[src/rtl/stream_pkg.sv]
`default_nettype none
// ============================================================================
// Module      : stream_pkg
// Description : Stereo-word defaults, packing helpers, handshake state type.
// Revision    : 1.0 - initial release
// ============================================================================
package stream_pkg;

    localparam int c_dwidth  = 16;
    localparam int c_ddwidth = 2 * c_dwidth;

    // Per-direction handshake: idle, or acknowledge raised and awaiting req.
    typedef enum logic [0:0] {
        HS_IDLE = 1'b0,
        HS_ACK  = 1'b1
    } hs_state_t;

    // Channel 0 occupies the MSBs of a stereo word.
    function automatic logic [c_ddwidth-1:0] pack_stereo(
        input logic [c_dwidth-1:0] ch0,
        input logic [c_dwidth-1:0] ch1
    );
        return {ch0, ch1};
    endfunction

    function automatic logic [c_dwidth-1:0] stereo_ch0(input logic [c_ddwidth-1:0] word);
        return word[c_ddwidth-1:c_dwidth];
    endfunction

    function automatic logic [c_dwidth-1:0] stereo_ch1(input logic [c_ddwidth-1:0] word);
        return word[c_dwidth-1:0];
    endfunction

endpackage
`default_nettype wire

[src/rtl/sample_fifo.sv]
`default_nettype none
// ============================================================================
// Module      : sample_fifo
// Description : Synchronous FIFO; storage cleared on reset so the head reads 0.
// Revision    : 1.0 - initial release
// ============================================================================
module sample_fifo #(
    parameter int WIDTH = 32,
    parameter int DEPTH = 4
) (
    input  logic                       clk,
    input  logic                       rst,
    input  logic                       push,
    input  logic [WIDTH-1:0]           push_data,
    input  logic                       pop,
    output logic [WIDTH-1:0]           pop_data,
    output logic                       full,
    output logic                       empty,
    output logic [$clog2(DEPTH):0]     count
);

    localparam int                c_aw    = $clog2(DEPTH);
    localparam logic [c_aw:0]     c_depth = (c_aw + 1)'(DEPTH);

    logic [WIDTH-1:0] r_mem [DEPTH];
    logic [c_aw-1:0]  r_wr_ptr;
    logic [c_aw-1:0]  r_rd_ptr;
    logic [c_aw:0]    r_count;
    logic             w_do_push;
    logic             w_do_pop;

    assign empty    = (r_count == '0);
    assign full     = (r_count == c_depth);
    assign count    = r_count;
    assign pop_data = r_mem[r_rd_ptr];

    // A concurrent pop frees the slot, so a push is legal even when full.
    assign w_do_pop  = pop && !empty;
    assign w_do_push = push && (!full || w_do_pop);

    always_ff @(posedge clk) begin
        if (rst) begin
            r_wr_ptr <= '0;
            r_rd_ptr <= '0;
            r_count  <= '0;
            for (int i = 0; i < DEPTH; i++) begin
                r_mem[i] <= '0;
            end
        end else begin
            if (w_do_push) begin
                r_mem[r_wr_ptr] <= push_data;
                r_wr_ptr        <= r_wr_ptr + 1'b1;
            end
            if (w_do_pop) begin
                r_rd_ptr <= r_rd_ptr + 1'b1;
            end
            case ({w_do_push, w_do_pop})
                2'b10:   r_count <= r_count + 1'b1;
                2'b01:   r_count <= r_count - 1'b1;
                default: r_count <= r_count;
            endcase
        end
    end

endmodule
`default_nettype wire

[src/rtl/stream_responder.sv]
`default_nettype none
// ============================================================================
// Module      : stream_responder
// Description : Host<->filter stereo bridge with TX/RX FIFOs and req/ack ports.
//               Define STREAM_RESPONDER_STATS_EN for tx_count/rx_count outputs.
// Revision    : 1.0 - initial release
// ============================================================================
module stream_responder
    import stream_pkg::*;
#(
    parameter int DWIDTH  = c_dwidth,
    parameter int DDWIDTH = 2 * DWIDTH,
    parameter int DEPTH   = 4
) (
    input  logic               clk,
    input  logic               rst,
    input  logic               src_valid,
    input  logic [DDWIDTH-1:0] src_data,
    output logic               src_ready,
    input  logic               req_in,
    output logic               ack_in,
    output logic [DDWIDTH-1:0] data_in,
    input  logic               req_out,
    output logic               ack_out,
    input  logic [DDWIDTH-1:0] data_out,
    output logic               snk_valid,
    output logic [DDWIDTH-1:0] snk_data,
    input  logic               snk_ready
`ifdef STREAM_RESPONDER_STATS_EN
    ,
    output logic [31:0]        tx_count,
    output logic [31:0]        rx_count
`endif
);

    localparam int            c_aw    = $clog2(DEPTH);
    localparam logic [c_aw:0] c_depth = (c_aw + 1)'(DEPTH);

    hs_state_t     r_in_state;
    hs_state_t     r_out_state;
    logic          w_tx_full;
    logic          w_tx_empty;
    logic [c_aw:0] w_tx_count;
    logic          w_rx_full;
    logic          w_rx_empty;
    logic [c_aw:0] w_rx_count;
    logic          w_in_done;
    logic          w_out_done;
    logic          w_unused;

    assign ack_in     = (r_in_state  == HS_ACK);
    assign ack_out    = (r_out_state == HS_ACK);
    assign w_in_done  = req_in  && ack_in;
    assign w_out_done = req_out && ack_out;
    assign src_ready  = (w_tx_count < c_depth);
    assign snk_valid  = !w_rx_empty;
    assign w_unused   = &{1'b0, w_tx_full, w_rx_count};

    sample_fifo #(
        .WIDTH (DDWIDTH),
        .DEPTH (DEPTH)
    ) u_tx_fifo (
        .clk       (clk),
        .rst       (rst),
        .push      (src_valid && src_ready),
        .push_data (src_data),
        .pop       (w_in_done),
        .pop_data  (data_in),
        .full      (w_tx_full),
        .empty     (w_tx_empty),
        .count     (w_tx_count)
    );

    sample_fifo #(
        .WIDTH (DDWIDTH),
        .DEPTH (DEPTH)
    ) u_rx_fifo (
        .clk       (clk),
        .rst       (rst),
        .push      (w_out_done),
        .push_data (data_out),
        .pop       (snk_ready),
        .pop_data  (snk_data),
        .full      (w_rx_full),
        .empty     (w_rx_empty),
        .count     (w_rx_count)
    );

    // Ack rises only on a sampled request with data available; it holds until
    // the request is seen alongside it, which completes the transfer.
    always_ff @(posedge clk) begin
        if (rst) begin
            r_in_state <= HS_IDLE;
        end else begin
            case (r_in_state)
                HS_IDLE: if (req_in && !w_tx_empty) r_in_state <= HS_ACK;
                HS_ACK:  if (req_in)                r_in_state <= HS_IDLE;
                default:                            r_in_state <= HS_IDLE;
            endcase
        end
    end

    // Output side withholds ack while the RX FIFO is full (backpressure).
    always_ff @(posedge clk) begin
        if (rst) begin
            r_out_state <= HS_IDLE;
        end else begin
            case (r_out_state)
                HS_IDLE: if (req_out && !w_rx_full) r_out_state <= HS_ACK;
                HS_ACK:  if (req_out)               r_out_state <= HS_IDLE;
                default:                            r_out_state <= HS_IDLE;
            endcase
        end
    end

`ifdef STREAM_RESPONDER_STATS_EN
    logic [31:0] r_tx_count;
    logic [31:0] r_rx_count;

    always_ff @(posedge clk) begin
        if (rst) begin
            r_tx_count <= '0;
            r_rx_count <= '0;
        end else begin
            if (w_in_done)  r_tx_count <= r_tx_count + 32'd1;
            if (w_out_done) r_rx_count <= r_rx_count + 32'd1;
        end
    end

    assign tx_count = r_tx_count;
    assign rx_count = r_rx_count;
`endif

endmodule
`default_nettype wire

[config.mk]
export PLATFORM = sky130hd
export DESIGN_NAME = stream_responder
export DESIGN_NICKNAME = d
export VERILOG_FILES = /design/src/rtl/stream_pkg.sv /design/src/rtl/sample_fifo.sv /design/src/rtl/stream_responder.sv
export SDC_FILE = /design/constraint.sdc
export NUM_CORES = 1
export LEC_CHECK = 0
export ABC_CLOCK_PERIOD_IN_PS = 2650
export BUFFER_PORTS_ARGS = -buffer_cell sky130_fd_sc_hd__buf_2
export CORE_MARGIN = 4
export CORE_UTILIZATION = 53
export CTS_CLUSTER_DIAMETER = 60
export DETAILED_ROUTE_END_ITERATION = 10
export GPL_TIMING_DRIVEN = 0
export PLACE_DENSITY = 0.81
export SYNTH_ARGS = -nofsm -noshare
export SYNTH_HDL_FRONTEND = slang
export SYNTH_SLANG_ARGS = --single-unit
[constraint.sdc]
create_clock -name clk -period 2.65 [get_ports clk]
set_input_delay 0.265 -clock clk [delete_from_list [all_inputs] [get_ports clk]]
set_output_delay 0.265 -clock clk [all_outputs]
set_load 0.01 [all_outputs]
* Word-level counts from Yosys, hierarchy flattened
Memory sizes are Yosys's and may differ from the RTL's. A register that Yosys moved wholly into a read port is not among the register bits.
Cells that the tools add are included.
Widths: inputs -> output; s select.
** Word-level totals
- Register bits :: 16
- Memory bits (writable) :: 256
- Output and inout bits :: 68
- Memories :: 2
** Cells by class
- Add/sub/neg operators :: 8
- Magnitude comparators :: 1
- Equal/unequal tests :: 6
- Muxes and demuxes :: 26
- Bitwise operators :: 2
- Reductions and logical operators :: 21
** Memories
- u_rx_fifo.r_mem :: depth 4, width 32, rd ports 1, clocked after Yosys merged registers in 1, wr ports 4, line sample_fifo.sv:25 : logic [WIDTH-1:0] r_mem [DEPTH];
- u_tx_fifo.r_mem :: depth 4, width 32, rd ports 1, clocked after Yosys merged registers in 1, wr ports 4, line sample_fifo.sv:25
** Operators with widths (number)
- $mux 32 :: 2
- $reduce_or 32->1 :: 2
- $mux 1 :: 14
- $mux 2 :: 6
- $pmux 3 s2 :: 2
- $logic_and 1x1->1 :: 9
- $add 2x1->2 const B :: 4
- $add 3x1->3 const B :: 2
- $eq 3x3->1 const B :: 2
- $logic_not 3->1 :: 2
- $sub 3x1->3 const B :: 2
- $eq 2x1->1 const B :: 2
- $eq 2x2->1 const B :: 2
- $logic_not 1->1 :: 4
- $pmux 1 s2 :: 2
- $reduce_bool 2->1 :: 2
- $lt 3x3->1 const B :: 1
- $logic_or 1x1->1 :: 2
- $not 1->1 :: 2

* Longest topological paths before layout
Gate-level depths: netlist (run 1).
- Word-level depth :: 10
- Depth in mapped cells :: 8

* By module
From an unflattened synthesis (run 1), not the netlist that was laid out.
** Unflattened totals
- Cell total of the unflattened synthesis :: 751
- Area total of the unflattened synthesis :: 12288.0 um^2
** Modules (own cells, without submodules)
- sample_fifo at u_rx_fifo :: instances 1, cells an instance 373, area an instance 6134.6 um^2
- sample_fifo at u_tx_fifo :: instances 1, cells an instance 365, area an instance 6044.5 um^2
- stream_responder :: instances 1, cells an instance 13, area an instance 108.9 um^2

* Worst setup path before layout (run 1)
No wires, ideal clock.
- Path type :: register to register
- Start :: register u_tx_fifo.r_count[2], in the netlist u_tx_fifo.count[2]
- End :: memory u_tx_fifo.r_mem[1][0] (enable)
- Library setup time :: 0.428 ns
- Arrival :: 2.316 ns
- Required time :: 2.222 ns
- Setup slack :: -0.094 ns
- Stages on the path, launching flop included :: 4
- Buffers on the path :: 0
- Period minus slack after synthesis :: 2.744 ns
- Path through :: dfxtp_1 > nor2b_1 > nand2_1 > o21bai_1
** RTL lines
- from (decl) :: line sample_fifo.sv:28 : logic [c_aw:0] r_count;
- from (signal assigned) :: line sample_fifo.sv:58 : 2'b10: r_count <= r_count + 1'b1;
- from (signal assigned) :: line sample_fifo.sv:59 : 2'b01: r_count <= r_count - 1'b1;
- from (signal assigned) :: line sample_fifo.sv:60 : default: r_count <= r_count;
- to (decl) :: line sample_fifo.sv:25

==> results by stage, run 1 <==
Finish:
- The final instance count without filler cells is 1,240.
- The register area is 0.00809 mm^2.
- The area overhead of the layout relative to synthesis is 16.7%.
- Leaving out fill and tap cells, the most frequent cell in the layout is sky130_fd_sc_hd__edfxtp_1.
- The net count of the finished layout is 1,013.
- After routing the design area is 0.0138 mm^2.
- In the final layout, the share of cells above drive strength 1 is 0.282.
- The antenna diode count is 0.
- In the layout the commonest cells are sky130_fd_sc_hd__edfxtp_1 (256), sky130_fd_sc_hd__nor2_1 (148), sky130_fd_sc_hd__buf_2 (145), sky130_fd_sc_hd__and2_1 (128), sky130_fd_sc_hd__mux4_2 (64).
- The filler cell count is 1,576.
- The multi-input logic area is 0.00351 mm^2.

Clock tree:
- TritonCTS built the clock tree.
- The count of hold buffers inserted by post-cts repair is 0.
- The clock drives 276 sinks.
- Clock-pin slew was measured on the worst setup and hold paths at 60 ps.
- The number of gates resized after CTS was 1.
- The CTS root buffer is sky130_fd_sc_hd__clkbuf_16.
- The clock latency on the worst-skew pair is 530 ps.
- The number of clock buffers added by TritonCTS is 29.
- The buffer levels on the longest clock path is 3.
- In this run the number of H-tree levels came out at 1.
- The post-CTS setup buffer count is 0.

Job:
- The max-capacitance violation count is 0.

Critical path:
- The cell depth of the worst flop-to-flop path is 6.
- The critical path endpoint category is an output pin.
- The worst setup path is launched from a flop.
- The largest fanout on the critical path is 10.
- STA puts the critical path data arrival time at 2210 ps.
- Data on the critical path is required at its endpoint by 2380 ps.
- The worst setup path is of the flop to output pin kind.

Yosys:
- The synthesized instance count is 772.
- The number of synthesized flops with an enable pin is 256.
- The count of warnings emitted by yosys is 0.
- The flip-flop cell with the highest count after synthesis is sky130_fd_sc_hd__edfxtp_1.
- Averaged over all synthesized cells, the footprint is 15.4 um^2.
- Yosys mapped the design onto 42 distinct sky130hd cell types.
- The fraction of synthesis flops using an asynchronous set or reset pin is 0.
- The net count after synthesis is 845.
- The sequential share of the synthesized area is 0.682.
- The synthesized cell area is 0.0119 mm^2.
- The flip-flop and latch count after synthesis is 276.

Floorplan:
- The height of the chip is 158 um.
- The initial utilization of the core area, before any placement, comes to 0.542.
- The site row count is 54.
- The width of the chip is 158 um.
- The die covers 0.0248 mm^2.
- 138 I/O pins were placed.
- The placeable core region is 0.0219 mm^2.

Timing:
- The worst path needs 2480 ps of the cycle, external delays included.
- The worst max-slew margin expressed relative to the limit is 0.329.
- The slew at the pin with the worst max-slew slack is 1010 ps.
- Setup repair after global routing left no endpoint under its margin.
- The number of endpoints with negative hold slack in the final report is 0.
- Setup violations remaining at the end of the flow were counted as 0.
- For the final database, setup skew stands at 12.2 ps.
- The worst hold margin is 44.1 ps.
- For the final routed database, the setup TNS stands at 0 ps.
- For this run, the top clock speed supported by timing is 403 MHz.
- The final period utilization is 0.936.
- The number of slew-limit violations in the final report is 0.

Drt:
- The via-per-instance ratio is 5.42.
- The number of DRC violations after detailed-routing iteration 0 is 354.
- Once detail routing completed, the nets flagged for antenna violations numbered 0.
- The first TritonRoute pass finished after 4 iterations.
- The detailed-route wire length per cell is 19.0 um.
- The DRC violation count after routing is 0.
- The routed layout has 6,720 vias.
- The final wirelength is 23,500 um.

Power:
- Summed over all cells, the static leakage comes to 5.16 nW.
- VDD sags by at most 547 uV.
- After layout, the design draws a total of 0.0104 W.
- The power density relative to cell area is 749 mW/mm^2.

Placement:
- In this run, placement finished with an instance count of 1,189.
- The instance area after placement is 0.0129 mm^2.
- In this run the tool buffered the top-level ports with 136 buffer cells.
- At the end of routability-driven placement, the weighted congestion stood at 0.785.
- The detailed placement HPWL is 15,300 um.

Min path:
- The tightest min-delay check is of the input pin to flop type.
- The worst hold path passes through 2 cells.

GRT:
- Global routing finished with a remaining overflow of 0.
- The initial antenna violation count came to 2.
- The first global-routing pass estimated 37,100 um of wire.
- Entering global routing, the biggest net connects 33 pins.
- For this run, the total global-route usage over all layers was measured as 0.192.
- The number of global-route vias before repair was 7,108.

Status:
- The run finished with clean final reports.
==> synth_stat cells, drive strengths merged (2+ instances only) <==
library cell / count / area share
edfxtp: 256 / 0.65
nor2: 148 / 0.047
and2: 128 / 0.068
mux4: 64 / 0.12
nand2b: 36 / 0.019
clkbuf: 29 / 0.0092
buf: 22 / 0.013
dfxtp: 20 / 0.034
inv: 11 / 0.0035
a21oi: 6 / 0.0025
nand2: 6 / 0.0021
xor2: 5 / 0.0037
o21ai: 4 / 0.0017
or3: 4 / 0.0021
xnor2: 4 / 0.0030
a31o: 3 / 0.0022
fa: 2 / 0.0034
mux2: 2 / 0.0019
nand3: 2 / 0.00084
o31a: 2 / 0.0015
o31ai: 2 / 0.0013
==> per-stage QoR <==
step / utilization / setup slack (ps)
2_1_floorplan: - / 142
3_3_place_gp: 0.589 / -394
3_5_place_dp: 0.591 / -344
4_1_cts: 0.631 / 61.1
5_1_grt: 0.632 / 2.35
6_report: 0.632 / 170
==> where the power goes <==
part	internal (W)	switching [W]
sequential	0.00506	0.0000954
combinational	0.000646	0.000773
clock	0.00220	0.00160
==> state kept, by name, summed over array words and instances (netlist names), named ones only <==
name	flops
u_rx_fifo.r_mem	128
u_tx_fifo.r_mem	128
u_rx_fifo.count	3
u_tx_fifo.count	3
u_rx_fifo.r_rd_ptr	2
u_rx_fifo.r_wr_ptr	2
u_tx_fifo.r_rd_ptr	2
u_tx_fifo.r_wr_ptr	2
ack_in	1
ack_out	1
==> cells by family (layout without fill, tap and decap cells) <==
logic type | count (synthesis) | count (layout) | share of synthesized area
and+or+nand+nor | 332 | 332 | 0.144
xor gates and xnor gates | 9 | 9 | 0.00665
AOI/OAI and AO/OA | 23 | 23 | 0.0132
muxes | 67 | 67 | 0.124
adders and majority gates | 3 | 3 | 0.00443
buffers and inverters | 62 | 250 | 0.0255
DFF | 276 | 276 | 0.682
==> final timing paths <==
path	start	endpoint	slack [ps]
setup / recovery	flop	data_in[21]	170
setup reg to reg	u_rx_fifo.count[1]	u_rx_fifo.r_mem[0][19]	400
hold / removal	src_data[15]	u_tx_fifo.r_mem[0][15]	40
hold reg to reg	u_rx_fifo.r_wr_ptr[1]	u_rx_fifo.r_wr_ptr[1]	530
==> per-layer routing <==
layer	wire length (um)	track usage	part of all wire	vias to the layer above
li1	-	-	-	3149
met3	2020	0.0470	0.086	43
met4	418	0.0463	0.018	4
met1	8420	0.232	0.36	3289
met2	12600	0.348	0.54	235
met5	23	0	0.00098	-
==> worst max-delay path, cell delays in order (launching register included) <==
cell and delay [ps]:
sky130_fd_sc_hd__dfxtp_1 310, sky130_fd_sc_hd__clkbuf_1 240, sky130_fd_sc_hd__buf_2 400, sky130_fd_sc_hd__mux4_2 580, sky130_fd_sc_hd__buf_2 160
==> layout make-up <==
type | instances | area share
repair buffers | 137 | 0.0512
plain buffers | 51 | 0.0193
clock buffers | 35 | 0.0541
inverters | 11 | 0.00298
well taps | 280 | 0.0253
clock inverters | 16 | 0.00967
multi-input cells | 434 | 0.253
flip-flops and latches | 276 | 0.584
Power figures use the tool's default switching activity.
==> inputs of run 2 (changes only) <==
--- a/config.mk
+++ b/config.mk
@@ -6,13 +6,13 @@
 export NUM_CORES = 1
 export LEC_CHECK = 0
 export ABC_CLOCK_PERIOD_IN_PS = 2650
-export BUFFER_PORTS_ARGS = -buffer_cell sky130_fd_sc_hd__buf_2
+export BUFFER_PORTS_ARGS = -buffer_cell sky130_fd_sc_hd__buf_4
 export CORE_MARGIN = 4
 export CORE_UTILIZATION = 53
 export CTS_CLUSTER_DIAMETER = 60
 export DETAILED_ROUTE_END_ITERATION = 10
-export GPL_TIMING_DRIVEN = 0
 export PLACE_DENSITY = 0.81
+export SKIP_CTS_REPAIR_TIMING = 1
 export SYNTH_ARGS = -nofsm -noshare
 export SYNTH_HDL_FRONTEND = slang
 export SYNTH_SLANG_ARGS = --single-unit
==> results by stage, run 2 (same netlist as run 1, synthesis figures left out) <==
Status:
- The flow ran to the end, and the final reports show no timing, DRC or antenna violations.

GRT:
- The initial antenna violation count came to 1 (-1).
- The number of global-route vias before repair came to 6,909 (-2.8%).
- The first-pass GRT wire length was 38,500 um (+3.7%).
- The pin count of the biggest net entering global routing is 34 (+3.0%).
- The global-route congestion overflow total is 0 (unchanged).
- The global routing usage summed across all routing layers is 0.200 (+0.00856).

Finish:
- The multi-input logic area is 0.00351 mm^2 (about the same).
- Compared with the post-synthesis result, the final layout area differs by 19.2%.
- The top cell types in the final layout, fill and taps aside, are sky130_fd_sc_hd__edfxtp_1 (256), sky130_fd_sc_hd__buf_4 (160), sky130_fd_sc_hd__nor2_1 (147), sky130_fd_sc_hd__and2_1 (128), sky130_fd_sc_hd__mux4_2 (64).
- The most common library cell in the layout ignoring fill and taps is sky130_fd_sc_hd__edfxtp_1.
- The filler cell count was 1,591 (+0.95%).
- The register area is 0.00809 mm^2 (about the same).
- The largest registers in the layout are u_rx_fifo.r_mem: 128 flops, u_tx_fifo.r_mem: 128 flops.
- The antenna diode count was 0 (unchanged).
- The layout cell share with drive strength beyond 1 is 0.297 (+0.0151).
- The post-layout net count was 989 (-2.4%).
- The final instance count without filler cells is 1,218 (-1.8%).

Clock tree:
- The clock tree from TritonCTS is done.
- The clock latency on the worst-skew pair was 520 ps (about the same).
- The number of clock sinks seen by CTS was 276 (unchanged).
- The clock-pin slew of the registers on the worst-case setup and hold paths is 60 ps (about the same).
- The number of levels the H-tree was split into is 1 (unchanged).
- The TritonCTS buffer count is 29 (unchanged).
- The buffer levels on the longest clock path is 3 (unchanged).
- The CTS root buffer is sky130_fd_sc_hd__clkbuf_16.

Critical path:
- The startpoint-to-endpoint class of the critical path is flop to output pin.
- The cell depth of the worst flop-to-flop path is 7 (+1).
- The critical path required time is 2380 ps (about the same).
- The worst register-to-register path begins at u_tx_fifo.count[2].
- The worst setup path is captured at an output pin.
- The worst reg2reg path endpoint is u_tx_fifo.count[2].
- The largest fanout on the critical path is 15 (+5).
- The worst setup path is launched from a flop.
- The flop-to-flop setup slack is 430 ps (+30 ps).
- The arrival time at the worst endpoint is 2220 ps (about the same).

Min path:
- The instance count along the most critical hold path came to 2 (unchanged).
- The launch instance of the worst min-delay path is src_data[11].
- The type of the most critical hold path is input pin to flop.
- The hold-critical path endpoint is u_tx_fifo.r_mem[1][11].

Power:
- The maximum VDD drop is 556 uV (+1.5%).
- The cell leakage power is 5.25 nW (+1.9%).
- The overall power after layout came to 0.0105 W (+0.99%).
- The power density relative to cell area is 741 mW/mm^2 (-1.1%).

Timing:
- Setup repair after global routing left no endpoint under its margin.
- The final setup skew is 8.66 ps (-3.54 ps).
- The total negative setup slack is 0 ps (unchanged).
- The final period utilization is 0.937 (about the same).
- The number of endpoints with negative hold slack in the final report is 0 (unchanged).
- The worst max-slew margin expressed relative to the limit came to 0.430 (+0.101).
- The maximum clock frequency came to 403 MHz (about the same).
- The time the final worst path needs with I/O delays and setup is 2480 ps (+2.22 ps).
- The number of slew-limit violations in the final report is 0 (unchanged).
- The slew at the pin with the worst max-slew slack came to 855 ps (-152 ps).
- The final worst slack is 168 ps (-2.23 ps).
- The final-report setup violation count is 0 (unchanged).

Floorplan:
- The height of the chip is 158 um (unchanged).
- The initial core utilization is 0.542 (unchanged).
- The placeable core region is 0.0219 mm^2 (unchanged).
- The I/O pin count came to 138 (unchanged).
- The site row count is 54 (unchanged).
- The width of the chip is 158 um (unchanged).
- The die area is 0.0248 mm^2 (unchanged).

Placement:
- The final weighted congestion in routability-driven placement is 0.772 (-1.7%).
- The post-placement cell count came to 1,165 (-2.0%).
- The number of input and output port buffers inserted is 137 (+0.74%).
- The post-place setup slack came to 434 ps (+778 ps).
- The detailed placement HPWL is 15,500 um (+1.4%).

Job:
- The max-capacitance violation count is 0 (unchanged).

Drt:
- The number of nets with antenna violations after detailed routing is 0 (unchanged).
- The via count is 6,646 (-1.1%).
- The detailed-route wire length per cell is 20.1 um (+6.0%).
- The DRC violation count after routing was 0 (unchanged).
- The final wirelength was 24,500 um (+4.2%).
- The via-per-instance ratio came to 5.46 (+0.69%).
- The number of DRC violations after detailed-routing iteration 0 is 459 (+30%).
- The number of search-and-repair iterations in the first detailed-routing pass is 4 (unchanged).
[run 2: cell types whose count changed in the layout (fill, tap and decap cells not counted), sizes merged]
cell	change
bufinv	-1
clkbuf	-24
inv	-1
buf	+7
clkinv	-1
clkinvlp	-2
[run 2: critical path, cell delays in order (launching register included)]
cell,delay (ps)
sky130_fd_sc_hd__dfxtp_2,690
sky130_fd_sc_hd__buf_4,290
sky130_fd_sc_hd__mux4_2,540
sky130_fd_sc_hd__buf_4,160
[run 2: worst max path at each step]
stage                            start                    end  slack (ps)  depth (start not counted)
floorplan                      ack_out  u_rx_fifo.r_mem[1][0]         140                          6
global placement    u_tx_fifo.count[2]     u_tx_fifo.count[2]         530                          7
detailed placement  u_tx_fifo.count[2]     u_tx_fifo.count[2]         430                          7
CTS                               flop           snk_data[26]         110                          3
global route                      flop           snk_data[26]          30                          3
finish                            flop           snk_data[26]         170                          3
[run 2: cell type report]
cell class                      instances  share of cell area
Clock buffer                           42              0.0555
Clock inverter                         11             0.00567
Inverter                               11             0.00292
Multi-Input combinational cell        434               0.248
Sequential cell                       276               0.572
Tap cell                              280              0.0248
Timing Repair Buffer                  164              0.0906
[run 2: metal layers]
layer  track usage  part of all wire
met4        0.0459             0.018
met5             0           0.00082
met3        0.0372             0.069
met2         0.349              0.52
met1         0.266              0.39
[run 2: through the flow]
| stage | cell area, um^2 | hold slack, ps | util |
|---|---|---|---|
| floorplan | 11900 | 461 | - |
| global placement | 13300 | 507 | 0.606 |
| detailed placement | 13300 | 514 | 0.606 |
| CTS | 14100 | 20.5 | 0.646 |
| global route | 14100 | 30.3 | 0.646 |
| finish | 14100 | 40.7 | 0.646 |
[run 2: where the power goes]
part	leakage, nW	switching, W	internal [W]
Clock	0.426	0.00156	0.00214
Combinational	2.01	0.000740	0.000793
Sequential	2.82	0.000167	0.00506
==> inputs of run 3 (changes only) <==
--- a/config.mk
+++ b/config.mk
@@ -8,10 +8,11 @@
 export ABC_CLOCK_PERIOD_IN_PS = 2650
 export BUFFER_PORTS_ARGS = -buffer_cell sky130_fd_sc_hd__buf_4
 export CORE_MARGIN = 4
-export CORE_UTILIZATION = 53
+export CORE_UTILIZATION = 35
 export CTS_CLUSTER_DIAMETER = 60
 export DETAILED_ROUTE_END_ITERATION = 10
-export PLACE_DENSITY = 0.81
+export GPL_TIMING_DRIVEN = 0
+export PLACE_DENSITY = 0.59
 export SKIP_CTS_REPAIR_TIMING = 1
 export SYNTH_ARGS = -nofsm -noshare
 export SYNTH_HDL_FRONTEND = slang
==> results by stage, run 3 (same netlist as run 1, synthesis figures left out) <==
Status:
- The run finished with clean final reports.

Power:
- The sequential power share is 0.462 (-0.037).
- The power density relative to cell area is 762 mW/mm^2 (+2.9%).
- The net load switching power is 0.00268 W (+8.5%).
- The fraction of power consumed by the clock network is 0.393 (+0.039).
- The share of power burned in combinational logic was 0.145 (about the same).
- The internal cell power is 0.00848 W (+6.0%).
- The maximum VDD drop was 484 uV (-13%).
- The switching share of power is 0.240 (+0.00432).
- The cell leakage power is 5.36 nW (+2.1%).
- The overall power after layout is 0.0112 W (+6.6%).

GRT:
- The initial antenna violation count is 0 (-1).
- The global-route congestion overflow total was 0 (unchanged).
- The pin count of the biggest net entering global routing came to 33 (-2.9%).
- The global routing usage summed across all routing layers came to 0.149 (-0.0519).
- The first-pass GRT wire length is 41,700 um (+8.4%).
- The number of global-route vias before repair came to 7,324 (+6.0%).

Critical path:
- The worst setup path is launched from a flop.
- The slowest library cell on the worst path is sky130_fd_sc_hd__mux4_2.
- The startpoint identified for the worst register-to-register timing path is u_rx_fifo.count[0].
- The arrival time at the worst endpoint is 2230 ps (about the same).
- In this run the critical register-to-register path is captured at u_rx_fifo.r_mem[1][5].
- Traced cell by cell, the critical path runs through clkbuf_1 -> clkbuf_4 -> mux4_2 -> buf_4.
- The cell depth of the worst flop-to-flop path came to 7 (unchanged).
- STA classifies the critical path endpoint as an output pin.
- The largest fanout on the critical path is 10 (-5).
- The critical path required time is 2380 ps (about the same).
- The flop-to-flop setup slack is 220 ps (-210 ps).
- The startpoint-to-endpoint class of the critical path is flop to output pin.
- The longest individual stage delay on the worst path is 580 ps (-110 ps).

Floorplan:
- The width of the chip came to 192 um (+22%).
- The placeable core region is 0.0334 mm^2 (+53%).
- The height of the chip came to 192 um (+22%).
- The initial core utilization is 0.355 (-0.187).
- The die area is 0.0369 mm^2 (+49%).
- The I/O pin count is 138 (unchanged).
- The site row count is 67 (+24%).

Drt:
- The DRC violation count after routing was 0 (unchanged).
- The number of nets with antenna violations after detailed routing was 0 (unchanged).
- The number of search-and-repair iterations in the first detailed-routing pass is 4 (unchanged).
- The via count is 6,682 (+0.54%).
- The number of DRC violations after detailed-routing iteration 0 is 284 (-38%).
- The detailed-route wire length per cell was 19.1 um (-5.0%).
- The via-per-instance ratio is 4.70 (-14%).
- The final wirelength is 27,200 um (+11%).

Timing:
- The final setup skew was 14.3 ps (+5.63 ps).
- The number of endpoints with negative hold slack in the final report was 0 (unchanged).
- The maximum clock frequency is 401 MHz (-0.59%).
- The time the final worst path needs with I/O delays and setup is 2500 ps (+14.6 ps).
- The worst max-slew margin expressed relative to the limit was 0.311 (-0.119).
- The slew at the pin with the worst max-slew slack was 1030 ps (+178 ps).
- The final worst slack is 153 ps (-14.6 ps).
- The final-report setup violation count is 0 (unchanged).
- The number of slew-limit violations in the final report was 0 (unchanged).
- The final period utilization is 0.942 (+0.00551).

Min path:
- The instance count along the most critical hold path is 2 (unchanged).
- In this run the worst hold path is classified as input pin to flop.
- For hold timing, the worst endpoint is u_tx_fifo.r_mem[1][13].
- The launch instance of the worst min-delay path is src_data[13].

Placement:
- The detailed placement HPWL is 17,400 um (+12%).
- The number of input and output port buffers inserted is 136 (-0.73%).
- The post-place setup slack is -494 ps (-928 ps).
- The final weighted congestion in routability-driven placement is 0.700 (-9.3%).

Clock tree:
- The TritonCTS buffer count is 34 (+17%).
- The number of levels the H-tree was split into is 2 (+1).
- The buffer levels on the longest clock path was 3 (unchanged).
- The number of clock sinks seen by CTS is 276 (unchanged).
- The CTS root buffer is sky130_fd_sc_hd__clkbuf_16.
- The clock-pin slew of the registers on the worst-case setup and hold paths is 60 ps (about the same).
- The clock tree from TritonCTS is done.
- The clock latency on the worst-skew pair is 500 ps (-20 ps).

Finish:
- The layout cell share with drive strength beyond 1 is 0.293 (-0.00453).
- The antenna diode count is 0 (unchanged).
- The top cell types in the final layout, fill and taps aside, are sky130_fd_sc_hd__edfxtp_1 (256), sky130_fd_sc_hd__nor2_1 (148), sky130_fd_sc_hd__buf_4 (137), sky130_fd_sc_hd__and2_1 (128), sky130_fd_sc_hd__mux4_2 (64).
- Relative to the synthesized area, the layout overhead comes to 23.5%.
- The library cell used most frequently in the layout, excluding fill and tap cells, is sky130_fd_sc_hd__edfxtp_1.
- The largest registers in the layout are u_rx_fifo.r_mem: 128 flops, u_tx_fifo.r_mem: 128 flops.
- The post-layout net count was 1,021 (+3.2%).

Job:
- The max-capacitance violation count is 0 (unchanged).
==> run 3: changes by cell type in the layout (fill, tap and decap cells not counted), moves of 3 or more <==
cell	change
sky130_fd_sc_hd__buf_1	+3
sky130_fd_sc_hd__buf_2	+5
sky130_fd_sc_hd__buf_4	-23
sky130_fd_sc_hd__buf_6	+7
sky130_fd_sc_hd__clkbuf_1	+24
sky130_fd_sc_hd__clkbuf_16	+6
sky130_fd_sc_hd__clkbuf_4	+6
sky130_fd_sc_hd__nand2b_1	-3
sky130_fd_sc_hd__nand2b_2	+3
==> run 3: routing by layer <==
metal	GRT usage	vias up	routed length, um
met5	0	-	0
met4	0.0321	0	456
met3	0.0416	36	1950
met2	0.272	171	14200
met1	0.174	3319	10600
li1	-	3156	-
==> run 3: power groups by stage <==
stage | Clock [W] | Sequential (W) | Combinational (W)
after global routing | 0.00468 | 0.00519 | 0.00178
final | 0.00438 | 0.00516 | 0.00162
after CTS | 0.00447 | 0.00516 | 0.00166
after global placement | 0 | 0.00525 | 0.00162
after floorplan | 0 | 0.00522 | 0.000950
after detailed placement | 0 | 0.00525 | 0.00165
==> run 3: how the worst max path moves through the flow <==
stage	from	to	slack, ps	depth (start not counted)
after floorplan	ack_out	u_rx_fifo.r_mem[1][0]	140	6
after global placement	rst	u_rx_fifo.r_mem[3][18]	-780	4
after detailed placement	rst	u_tx_fifo.r_mem[3][16]	-490	4
after CTS	flop	snk_data[23]	20	4
after global routing	flop	snk_data[23]	-30	4
final	flop	snk_data[23]	150	4
==> run 3: metrics by stage <==
stage | cell area (um^2) | utilization | std cells | setup TNS (ps) | hold WS [ps]
2_1_floorplan | 11900 | - | 772 | 0 | 461
3_3_place_gp | 13400 | 0.402 | 1356 | -111980 | 496
3_5_place_dp | 13600 | 0.405 | 1360 | -32650 | 506
4_1_cts | 14600 | 0.437 | 1421 | 0 | 47.5
5_1_grt | 14600 | 0.438 | 1421 | -62.4 | 49.0
6_report | 14600 | 0.438 | 1421 | 0 | 59.8
==> run 3: cell type report <==
| cell class | instances | area, um^2 |
|---|---|---|
| fillers | 3054 | 18800 |
| flip-flops and latches | 276 | 8090 |
| multi-input cells | 434 | 3500 |
| repair buffers | 140 | 1120 |
| clock buffers | 45 | 943 |
| well taps | 448 | 561 |
| plain buffers | 51 | 277 |
| clock inverters | 16 | 119 |
| inverters | 11 | 41.3 |
==> run 3: critical path, delay by kind of cell, from the launching register on <==
kind | cells | cell delay (ps)
buffers and inverters | 3 | 860
flip-flops | 1 | 300
multiplexers | 1 | 580
